--- config.mk ---
export PLATFORM = sky130hd
export DESIGN_NAME = alu_rr_arbiter
export DESIGN_NICKNAME = d
export VERILOG_FILES = /design/src/rtl/alu_pkg.sv /design/src/rtl/alu_32bit.sv /design/src/rtl/alu_rr_arbiter.sv
export SDC_FILE = /design/constraint.sdc
export NUM_CORES = 1
export LEC_CHECK = 0
export BUFFER_PORTS_ARGS = -buffer_cell sky130_fd_sc_hd__buf_2
export CAP_MARGIN = 20
export CORE_MARGIN = 5
export CORE_UTILIZATION = 33
export CTS_CLUSTER_SIZE = 24
export DETAILED_ROUTE_END_ITERATION = 7
export GPL_TIMING_DRIVEN = 0
export PLACE_DENSITY = 0.52
export SYNTH_ARGS = -nofsm -noshare
export SYNTH_HDL_FRONTEND = slang
export SYNTH_SLANG_ARGS = --single-unit
--- constraint.sdc ---
create_clock -name clk -period 6.35 [get_ports clk]
set_input_delay 1.5875 -clock clk [delete_from_list [all_inputs] [get_ports clk]]
set_output_delay 1.5875 -clock clk [all_outputs]
set_load 0.02 [all_outputs]
--- src/rtl/alu_pkg.sv ---
// Shared ALU definitions: opcode encodings, datapath widths and the
// response-slot state type used by the arbiter.
package alu_pkg;

   localparam int DATA_W = 32;
   localparam int OP_W   = 4;

   localparam logic [OP_W-1:0] OP_ADD = 4'h0;
   localparam logic [OP_W-1:0] OP_SUB = 4'h1;
   localparam logic [OP_W-1:0] OP_AND = 4'h2;
   localparam logic [OP_W-1:0] OP_OR  = 4'h3;
   localparam logic [OP_W-1:0] OP_XOR = 4'h4;
   localparam logic [OP_W-1:0] OP_SLL = 4'h5;
   localparam logic [OP_W-1:0] OP_SRL = 4'h6;

   typedef enum logic {
      EMPTY = 1'b0,
      FULL  = 1'b1
   } slot_state_t;

endpackage

--- src/rtl/alu_32bit.sv ---
// Combinational 32-bit ALU; unknown opcodes yield zero so the flag stays
// consistent with the result.
module alu_32bit
   import alu_pkg::*;
(
   input  logic [DATA_W-1:0] a,
   input  logic [DATA_W-1:0] b,
   input  logic [OP_W-1:0]   op,
   output logic [DATA_W-1:0] result,
   output logic              zero
);

   always_comb begin
      result = '0;
      case (op)
         OP_ADD:  result = a + b;
         OP_SUB:  result = a - b;
         OP_AND:  result = a & b;
         OP_OR:   result = a | b;
         OP_XOR:  result = a ^ b;
         OP_SLL:  result = a << b[4:0];
         OP_SRL:  result = a >> b[4:0];
         default: result = '0;
      endcase
   end

   assign zero = (result == '0);

endmodule

--- src/rtl/alu_rr_arbiter.sv ---
// Round-robin arbiter sharing one alu_32bit among NUM_REQ requesters, with a
// single registered valid/ready response slot.
module alu_rr_arbiter
   import alu_pkg::*;
#(
   parameter int NUM_REQ = 4,
   parameter int ID_W    = 2
) (
   input  logic                      clk,
   input  logic                      rst_n,
   input  logic [NUM_REQ-1:0]        req_valid,
   output logic [NUM_REQ-1:0]        req_ready,
   input  logic [NUM_REQ*DATA_W-1:0] req_a,
   input  logic [NUM_REQ*DATA_W-1:0] req_b,
   input  logic [NUM_REQ*OP_W-1:0]   req_op,
   output logic                      rsp_valid,
   input  logic                      rsp_ready,
   output logic [ID_W-1:0]           rsp_id,
   output logic [DATA_W-1:0]         rsp_result,
   output logic                      rsp_zero
);

   slot_state_t       state, state_next;
   logic [ID_W-1:0]   rr_ptr, rr_ptr_next;
   logic [ID_W-1:0]   gnt_idx;
   logic              gnt_any;
   logic              slot_free;
   logic [DATA_W-1:0] alu_a, alu_b, alu_result;
   logic [OP_W-1:0]   alu_op;
   logic              alu_zero;
   logic [ID_W-1:0]   id_next;
   logic [DATA_W-1:0] result_next;
   logic              zero_next;

   assign rsp_valid = (state == FULL);
   assign slot_free = (state == EMPTY) || rsp_ready;

   // First valid requester at or after rr_ptr wins, wrapping around.
   always_comb begin
      int idx;
      idx       = 0;
      gnt_any   = 1'b0;
      gnt_idx   = '0;
      req_ready = '0;
      if (slot_free) begin
         for (int k = 0; k < NUM_REQ; k++) begin
            idx = int'(rr_ptr) + k;
            if (idx >= NUM_REQ) idx = idx - NUM_REQ;
            if (!gnt_any && req_valid[idx]) begin
               gnt_any = 1'b1;
               gnt_idx = ID_W'(idx);
            end
         end
      end
      if (gnt_any) req_ready[gnt_idx] = 1'b1;
   end

   assign alu_a  = req_a[gnt_idx*DATA_W +: DATA_W];
   assign alu_b  = req_b[gnt_idx*DATA_W +: DATA_W];
   assign alu_op = req_op[gnt_idx*OP_W +: OP_W];

   alu_32bit u_alu (
      .a      (alu_a),
      .b      (alu_b),
      .op     (alu_op),
      .result (alu_result),
      .zero   (alu_zero)
   );

   // An issue always overwrites the slot, so a drain in the same cycle is implicit.
   always_comb begin
      state_next  = state;
      rr_ptr_next = rr_ptr;
      id_next     = rsp_id;
      result_next = rsp_result;
      zero_next   = rsp_zero;
      if (gnt_any) begin
         state_next  = FULL;
         id_next     = gnt_idx;
         result_next = alu_result;
         zero_next   = alu_zero;
         rr_ptr_next = (gnt_idx == ID_W'(NUM_REQ - 1)) ? '0 : gnt_idx + ID_W'(1);
      end else if ((state == FULL) && rsp_ready) begin
         state_next = EMPTY;
      end
   end

   always_ff @(posedge clk or negedge rst_n) begin
      if (!rst_n) begin
         state      <= EMPTY;
         rr_ptr     <= '0;
         rsp_id     <= '0;
         rsp_result <= '0;
         rsp_zero   <= 1'b0;
      end else begin
         state      <= state_next;
         rr_ptr     <= rr_ptr_next;
         rsp_id     <= id_next;
         rsp_result <= result_next;
         rsp_zero   <= zero_next;
      end
   end

endmodule

==> results.py, run 1 <==
metrics = {
    "drt": {
        "finalWirelength_um": 96000,
        "first_iter_violations": 2091,
        "remaining_drc_errors": 0,
        "dr.pass1.iters": 5,
        "routed-via-count": 18300,
        "post_drt_wl_per_cell_um": 34.0,
        "vias_per_cell": 6.47,
        "ant_nets": 0,
    },
    "power_and_ir_drop": {
        "p_clk_share_pct": 4.4,
        "seqPwrFrac_pct": 5.4,
        "p_sw_share_pct": 58.4,
        "p_per_area_mw_per_mm2": 392,
        "p_comb_share_pct": 90.1,
        "intPower_w": 0.00309,
        "p_total_w": 0.00742,
        "peakVddDrop_uv": 250,
        "leakagePower_nw": 8.62,
        "power.switching_w": 0.00433,
    },
    "global_routing": {
        "grt_max_degree": 39,
        "gr-usage-met3_pct": 10.9,
        "antenna_found_initial": 4,
        "grt_use_met2_pct": 61.0,
        "grtUsageTotal_pct": 40.6,
        "grt_pass1_vias": 17800,
        "met1_usage_pct": 53.2,
        "grt_pass1_wl_um": 132000,
        "busiest_layer": "met2",
        "grt.overflow.total": 0,
    },
    "floorplanning": {
        "die_area_mm2": 0.0452,
        "start_util_pct": 33.3,
        "coreArea_mm2": 0.0407,
        "ioPinCount": 319,
        "die_w_um": 213,
        "fp.dieH_um": 213,
        "std_cell_rows": 74,
    },
    "placement": {
        "io_buffers": 315,
        "placed_cells": 2693,
        "place_hpwl_um": 77700,
        "dpl_cell_area_mm2": 0.0161,
        "place_ws_ps": -3070,
        "globalplace.congestion": 1.09,
    },
    "cells_and_area": {
        "multi_input_area_mm2": 0.0128,
        "final_area_mm2": 0.0190,
        "mostFrequentLayoutCell": "buf_2",
        "area_growth_pct": 39.9,
        "final_util_pct": 46.5,
        "fillers": 4199,
        "instances_no_fill": 2827,
        "layout_common_cells": "buf_2, nand2_1, mux2i_1",
        "drive_gt1_share_pct": 35.4,
        "regArea_um2": 951,
        "fin_nets": 2671,
    },
    "timing": {
        "skew_ps": 7.59,
        "finalMaxSlewViolations": 0,
        "setup_slack_ps": -1510,
        "fmax_ghz": 0.127,
        "rsz0062_at_grt": "true",
        "max-slew-margin-rel_pct": 19.6,
        "timing.final.hold_violations": 0,
        "post-route-period-util_pct": 124,
        "fin_crit_ps": 7860,
        "tightest_slew_ps": 1170,
        "setup_viol_count_final": 23,
    },
    "logic_synthesis": {
        "yosysSeqAreaShare_pct": 7.02,
        "synth_top_area_cell": "mux2i_1",
        "ys_top_cells_by_area": "mux2i_1, ha_1, nand2_1",
        "synth_edf_count": 0,
        "yosysTopAreaCellShare_pct": 14.6,
        "netlist_instances": 1843,
        "ys_types": 87,
        "yosysWarnings": 0,
        "synth_ff_type": "dfrtp_1",
        "postSynthAreaPerCell_um2": 7.35,
        "ys_seq_elements": 38,
        "synth_nets": 2224,
        "syn-cell-area_mm2": 0.0136,
        "async_flop_share_pct": 100,
    },
    "setup_path": {
        "startpoint_type": "primary input",
        "cp_slowest_cell": "a222oi_1",
        "cp_num_buf_inv": 10,
        "path_delay_family": "compound AO/OA/AOI/OAI gates",
        "cp-end-kind": "flip-flop",
        "worst_ep_arrival_time_ps": 8080,
        "critPathKind": "primary input to flip-flop",
        "reg2reg_from": "rr_ptr[1]$_DFFE_PN0P_",
        "rr_worst_depth": 31,
        "r2r_slack_ps": -1000,
        "crit_top_cell": "buf_8",
        "reg2reg_to": "rsp_zero$_DFFE_PN0P_",
        "path_max_fanout": 10,
        "critPathMaxStageDelay_ps": 860,
        "cp.required_ps": 6560,
    },
    "clock_network": {
        "cts.sinks": 38,
        "numCtsBuffers": 5,
        "clock_latency_ps": 290,
        "cts_tree": "done",
        "clockBufferDepth": 2,
        "clk_pin_slew_ps": 60,
        "clock-root-buffer": "clkbuf_16",
        "h-tree-depth": 2,
    },
    "worst_hold_path": {
        "hp-class": "flip-flop to flip-flop",
        "min_path_cells": 2,
        "worstHoldStart": "rsp_result[8]$_DFFE_PN0P_",
        "whs_endpoint": "rsp_result[8]$_DFFE_PN0P_",
    },
    "job": {
        "maxCapViolCount": 0,
    },
    "outcome": {
        "violations": "setup timing",
        "status": "finished, violations left",
    },
}
[power by group through the flow]
stage	registers [W]	clock network, W	logic [W]
2_1_floorplan	0.000509	0	0.00302
3_3_place_gp	0.000399	0	0.00515
3_5_place_dp	0.000402	0	0.00513
4_1_cts	0.000402	0.000338	0.00596
5_1_grt	0.000417	0.000345	0.00690
6_report	0.000403	0.000330	0.00669
[stage by stage]
step                      setup TNS [ps]  hold slack (ps)
after global placement            -62110              456
after floorplan                    -2330              546
after CTS                         -10110              472
after global routing              -16630              486
after detailed placement          -62920              458
final                             -13820              465
[logic make-up (layout without fill, tap and decap cells)]
family	after synthesis	count (layout)	share of synthesized area (%)
buffers and inverters	237	685	7.81
and+or+nand+nor	611	611	20.9
AOI/OAI and AO/OA	526	526	27.3
DFF	38	38	7.02
other	0	4	0
xor gates and xnor gates	53	53	3.43
muxes	276	276	24.0
adders and majority gates	102	102	9.47
[synth_stat cells, drive strengths merged (31+ instances only)]
cell type / number
inv: 97
nor2b: 36
mux4: 35
nand2: 277
o211ai: 52
mux2: 43
a211oi: 40
nor2: 117
buf: 80
o21ai: 97
clkbuf: 57
dfrtp: 38
xnor2: 45
ha: 101
a21oi: 84
mux2i: 198
nor3: 31
nand3: 33
[worst max-delay path by stage]
stage / startpoint / endpoint / slack (ps) / depth (start not counted)
floorplan: req_valid[1] / rsp_zero$_DFFE_PN0P_ / -670 / 31
global placement: req_valid[1] / rsp_zero$_DFFE_PN0P_ / -3090 / 28
detailed placement: req_valid[1] / rsp_zero$_DFFE_PN0P_ / -3070 / 28
CTS: req_valid[1] / rsp_zero$_DFFE_PN0P_ / -1340 / 32
global route: req_valid[0] / rsp_zero$_DFFE_PN0P_ / -1520 / 32
finish: req_valid[0] / rsp_zero$_DFFE_PN0P_ / -1510 / 31
[worst min-delay path: cells and delay by family (launching register included)]
family | cells | cell delay [ps]
DFF | 1 | 340
and+or+nand+nor | 2 | 100
[registers in the layout, indices dropped and copies added (netlist names)]
| name | cells |
|---|---|
| rsp_result | 32 |
| rr_ptr | 2 |
| rsp_id | 2 |
| rsp_valid | 1 |
| rsp_zero | 1 |
[metal layers]
layer | vias to the layer above | wire length, um
li1 | 7784 | -
met1 | 9020 | 37900
met2 | 1222 | 40400
met3 | 275 | 11000
met4 | 0 | 6690
met5 | - | 0
[area by class of cell]
type | count | share of cell area (%)
clock inverter | 3 | 0.363
antenna | 4 | 0.0528
multi-input combinational | 1568 | 67.7
tap | 532 | 3.51
buffer | 132 | 6.29
sequential | 38 | 5.02
inverter | 100 | 2.10
timing repair buffer | 445 | 14.3
clock buffer | 5 | 0.660
[what timing repair did]
item                                    CTS  global route
setup buffers                            95            38
hold buffers                              0             0
pin swaps                                83            72
gates resized for setup                 274           121
endpoints found under the setup margin   36            30
Power figures use the tool's default switching activity.
==> run 2: changes to the inputs <==
--- a/config.mk
+++ b/config.mk
@@ -13,6 +13,7 @@
 export DETAILED_ROUTE_END_ITERATION = 7
 export GPL_TIMING_DRIVEN = 0
 export PLACE_DENSITY = 0.52
+export SKIP_LAST_GASP = 1
 export SYNTH_ARGS = -nofsm -noshare
 export SYNTH_HDL_FRONTEND = slang
 export SYNTH_SLANG_ARGS = --single-unit
==> results.py, run 2 (synthesis results as in run 1) <==
metrics = {
    "timing": {
        "setup_viol_count_final": 21,
        "post-route-period-util_pct": 122,
        "rsz0062_at_grt": "true",
        "tightest_slew_ps": 1170,
        "timing.final.hold_violations": 0,
        "fin_crit_ps": 7730,
        "max-slew-margin-rel_pct": 19.9,
        "fin_hold_ws_ps": 465,
        "fin_tns_setup_ps": -12610,
        "setup_slack_ps": -1380,
        "skew_ps": 8.90,
        "fmax_ghz": 0.129,
        "finalMaxSlewViolations": 0,
    },
    "drt": {
        "finalWirelength_um": 96100,
        "remaining_drc_errors": 0,
        "routed-via-count": 18200,
        "first_iter_violations": 2299,
        "vias_per_cell": 6.45,
        "post_drt_wl_per_cell_um": 34.0,
        "ant_nets": 0,
        "dr.pass1.iters": 8,
    },
    "clock_network": {
        "holdBufCountCts": 0,
        "numCtsBuffers": 5,
        "clk_pin_slew_ps": 60,
        "clock-root-buffer": "clkbuf_16",
        "clock_latency_ps": 290,
        "h-tree-depth": 2,
        "cts.sinks": 38,
        "clockBufferDepth": 2,
        "cts_tree": "done",
    },
    "cells_and_area": {
        "final_area_mm2": 0.0190,
        "mostFrequentLayoutCell": "buf_2",
        "final_util_pct": 46.6,
        "reg_top3": "rsp_result: 32 flops, rr_ptr: 2 flops, rsp_id: 2 flops",
        "fillers": 4178,
        "layout_common_cells": "buf_2, nand2_1, mux2i_1",
        "regMostFlops": "rsp_result",
        "fin_nets": 2672,
        "area_growth_pct": 40.0,
        "drive_gt1_share_pct": 35.7,
        "largest_reg_flops": 32,
    },
    "floorplanning": {
        "coreArea_mm2": 0.0407,
        "fp.dieH_um": 213,
        "die_w_um": 213,
        "std_cell_rows": 74,
        "start_util_pct": 33.3,
        "die_area_mm2": 0.0452,
        "ioPinCount": 319,
    },
    "placement": {
        "globalplace.congestion": 1.09,
        "place_hpwl_um": 77700,
        "io_buffers": 315,
        "dpl_cell_area_mm2": 0.0161,
    },
    "setup_path": {
        "cp_slowest_cell": "a222oi_1",
        "path_max_fanout": 10,
        "critPathMaxStageDelay_ps": 840,
        "crit_start": "req_valid[0]",
        "critPathKind": "primary input to flip-flop",
        "cp-end-kind": "flip-flop",
        "reg2reg_from": "rr_ptr[1]$_DFFE_PN0P_",
        "worst_ep_arrival_time_ps": 7950,
        "startpoint_type": "primary input",
        "cp.required_ps": 6570,
    },
    "worst_hold_path": {
        "hp-class": "flip-flop to flip-flop",
        "worstHoldStart": "rsp_result[8]$_DFFE_PN0P_",
    },
    "power_and_ir_drop": {
        "intPower_w": 0.00307,
        "seqPwrFrac_pct": 5.5,
        "power.switching_w": 0.00430,
        "p_clk_share_pct": 4.5,
        "p_total_w": 0.00737,
        "p_per_area_mw_per_mm2": 389,
        "leakagePower_nw": 8.59,
        "p_sw_share_pct": 58.3,
        "p_comb_share_pct": 90.0,
        "peakVddDrop_uv": 269,
    },
    "global_routing": {
        "grt_pass1_wl_um": 132000,
        "grt.overflow.total": 0,
        "grt_max_degree": 39,
        "antenna_found_initial": 4,
        "grtUsageTotal_pct": 40.6,
        "grt_pass1_vias": 17800,
    },
    "outcome": {
        "violations": "setup timing",
        "status": "finished, violations left",
    },
    "job": {
        "maxCapViolCount": 0,
    },
}
-- run 2: cell types whose count changed in the layout (fill, tap and decap cells not counted), sizes merged --
cell and delta:
diode +1, buf +1
-- run 2: worst paths after layout --
check	end	slack [ps]	cells after the start
setup reg to reg	rsp_zero$_DFFE_PN0P_	-840	31
hold reg to reg	rsp_result[8]$_DFFE_PN0P_	470	2
setup / recovery	rsp_zero$_DFFE_PN0P_	-1380	28
min in group asynchronous	rsp_valid$_DFFE_PN0P_	1410	1
hold / removal	rsp_result[8]$_DFFE_PN0P_	470	2
max in group asynchronous	rsp_result[22]$_DFFE_PN0P_	4370	1
-- run 2: cell type report --
class / count / area [um2] / share of cell area [%]
antenna: 5 / 12.5 / 0.0659
buffer: 134 / 1240 / 6.51
clock buffer: 5 / 125 / 0.659
clock inverter: 3 / 68.8 / 0.363
inverter: 100 / 394 / 2.08
multi-input combinational: 1568 / 12900 / 67.8
sequential: 38 / 951 / 5.01
tap: 532 / 666 / 3.51
timing repair buffer: 444 / 2650 / 14.0
-- run 2: power groups by stage --
stage | registers [W] | clock network, W | logic, W
finish | 0.000404 | 0.000331 | 0.00664
global route | 0.000416 | 0.000345 | 0.00686
CTS | 0.000402 | 0.000338 | 0.00595
detailed placement | 0.000402 | 0 | 0.00513
global placement | 0.000399 | 0 | 0.00515
floorplan | 0.000509 | 0 | 0.00302
-- run 2: routing by layer --
metal	up-vias	global-route usage [%]	share of wire [%]	wire length, um
met4	2	21.3	7.1	6860
li1	7784	-	-	-
met2	1241	61.1	42	40200
met1	8913	53.3	40	38100
met3	295	10.5	11	10900
met5	-	0	0.014	13
-- run 2: per-stage QoR --
stage	worst slack [ps]	std cells
2_1_floorplan	-670	1843
3_3_place_gp	-3090	2690
3_5_place_dp	-3070	2693
4_1_cts	-1340	2793
5_1_grt	-1480	2826
6_report	-1380	2829
-- run 2: what timing repair did --
item / in CTS / in global routing
pin swaps: 83 / 68
gates resized for setup: 267 / 136
buffers inserted: 95 / 37
endpoints found under the setup margin: 36 / 30
-- run 2: critical path: cells and delay by family --
kind,cells,cell delay [ps]
compound gates,12,3120
xor+xnor,2,250
fa+ha+maj,1,350
buf+inv,7,1550
simple gates,6,1050
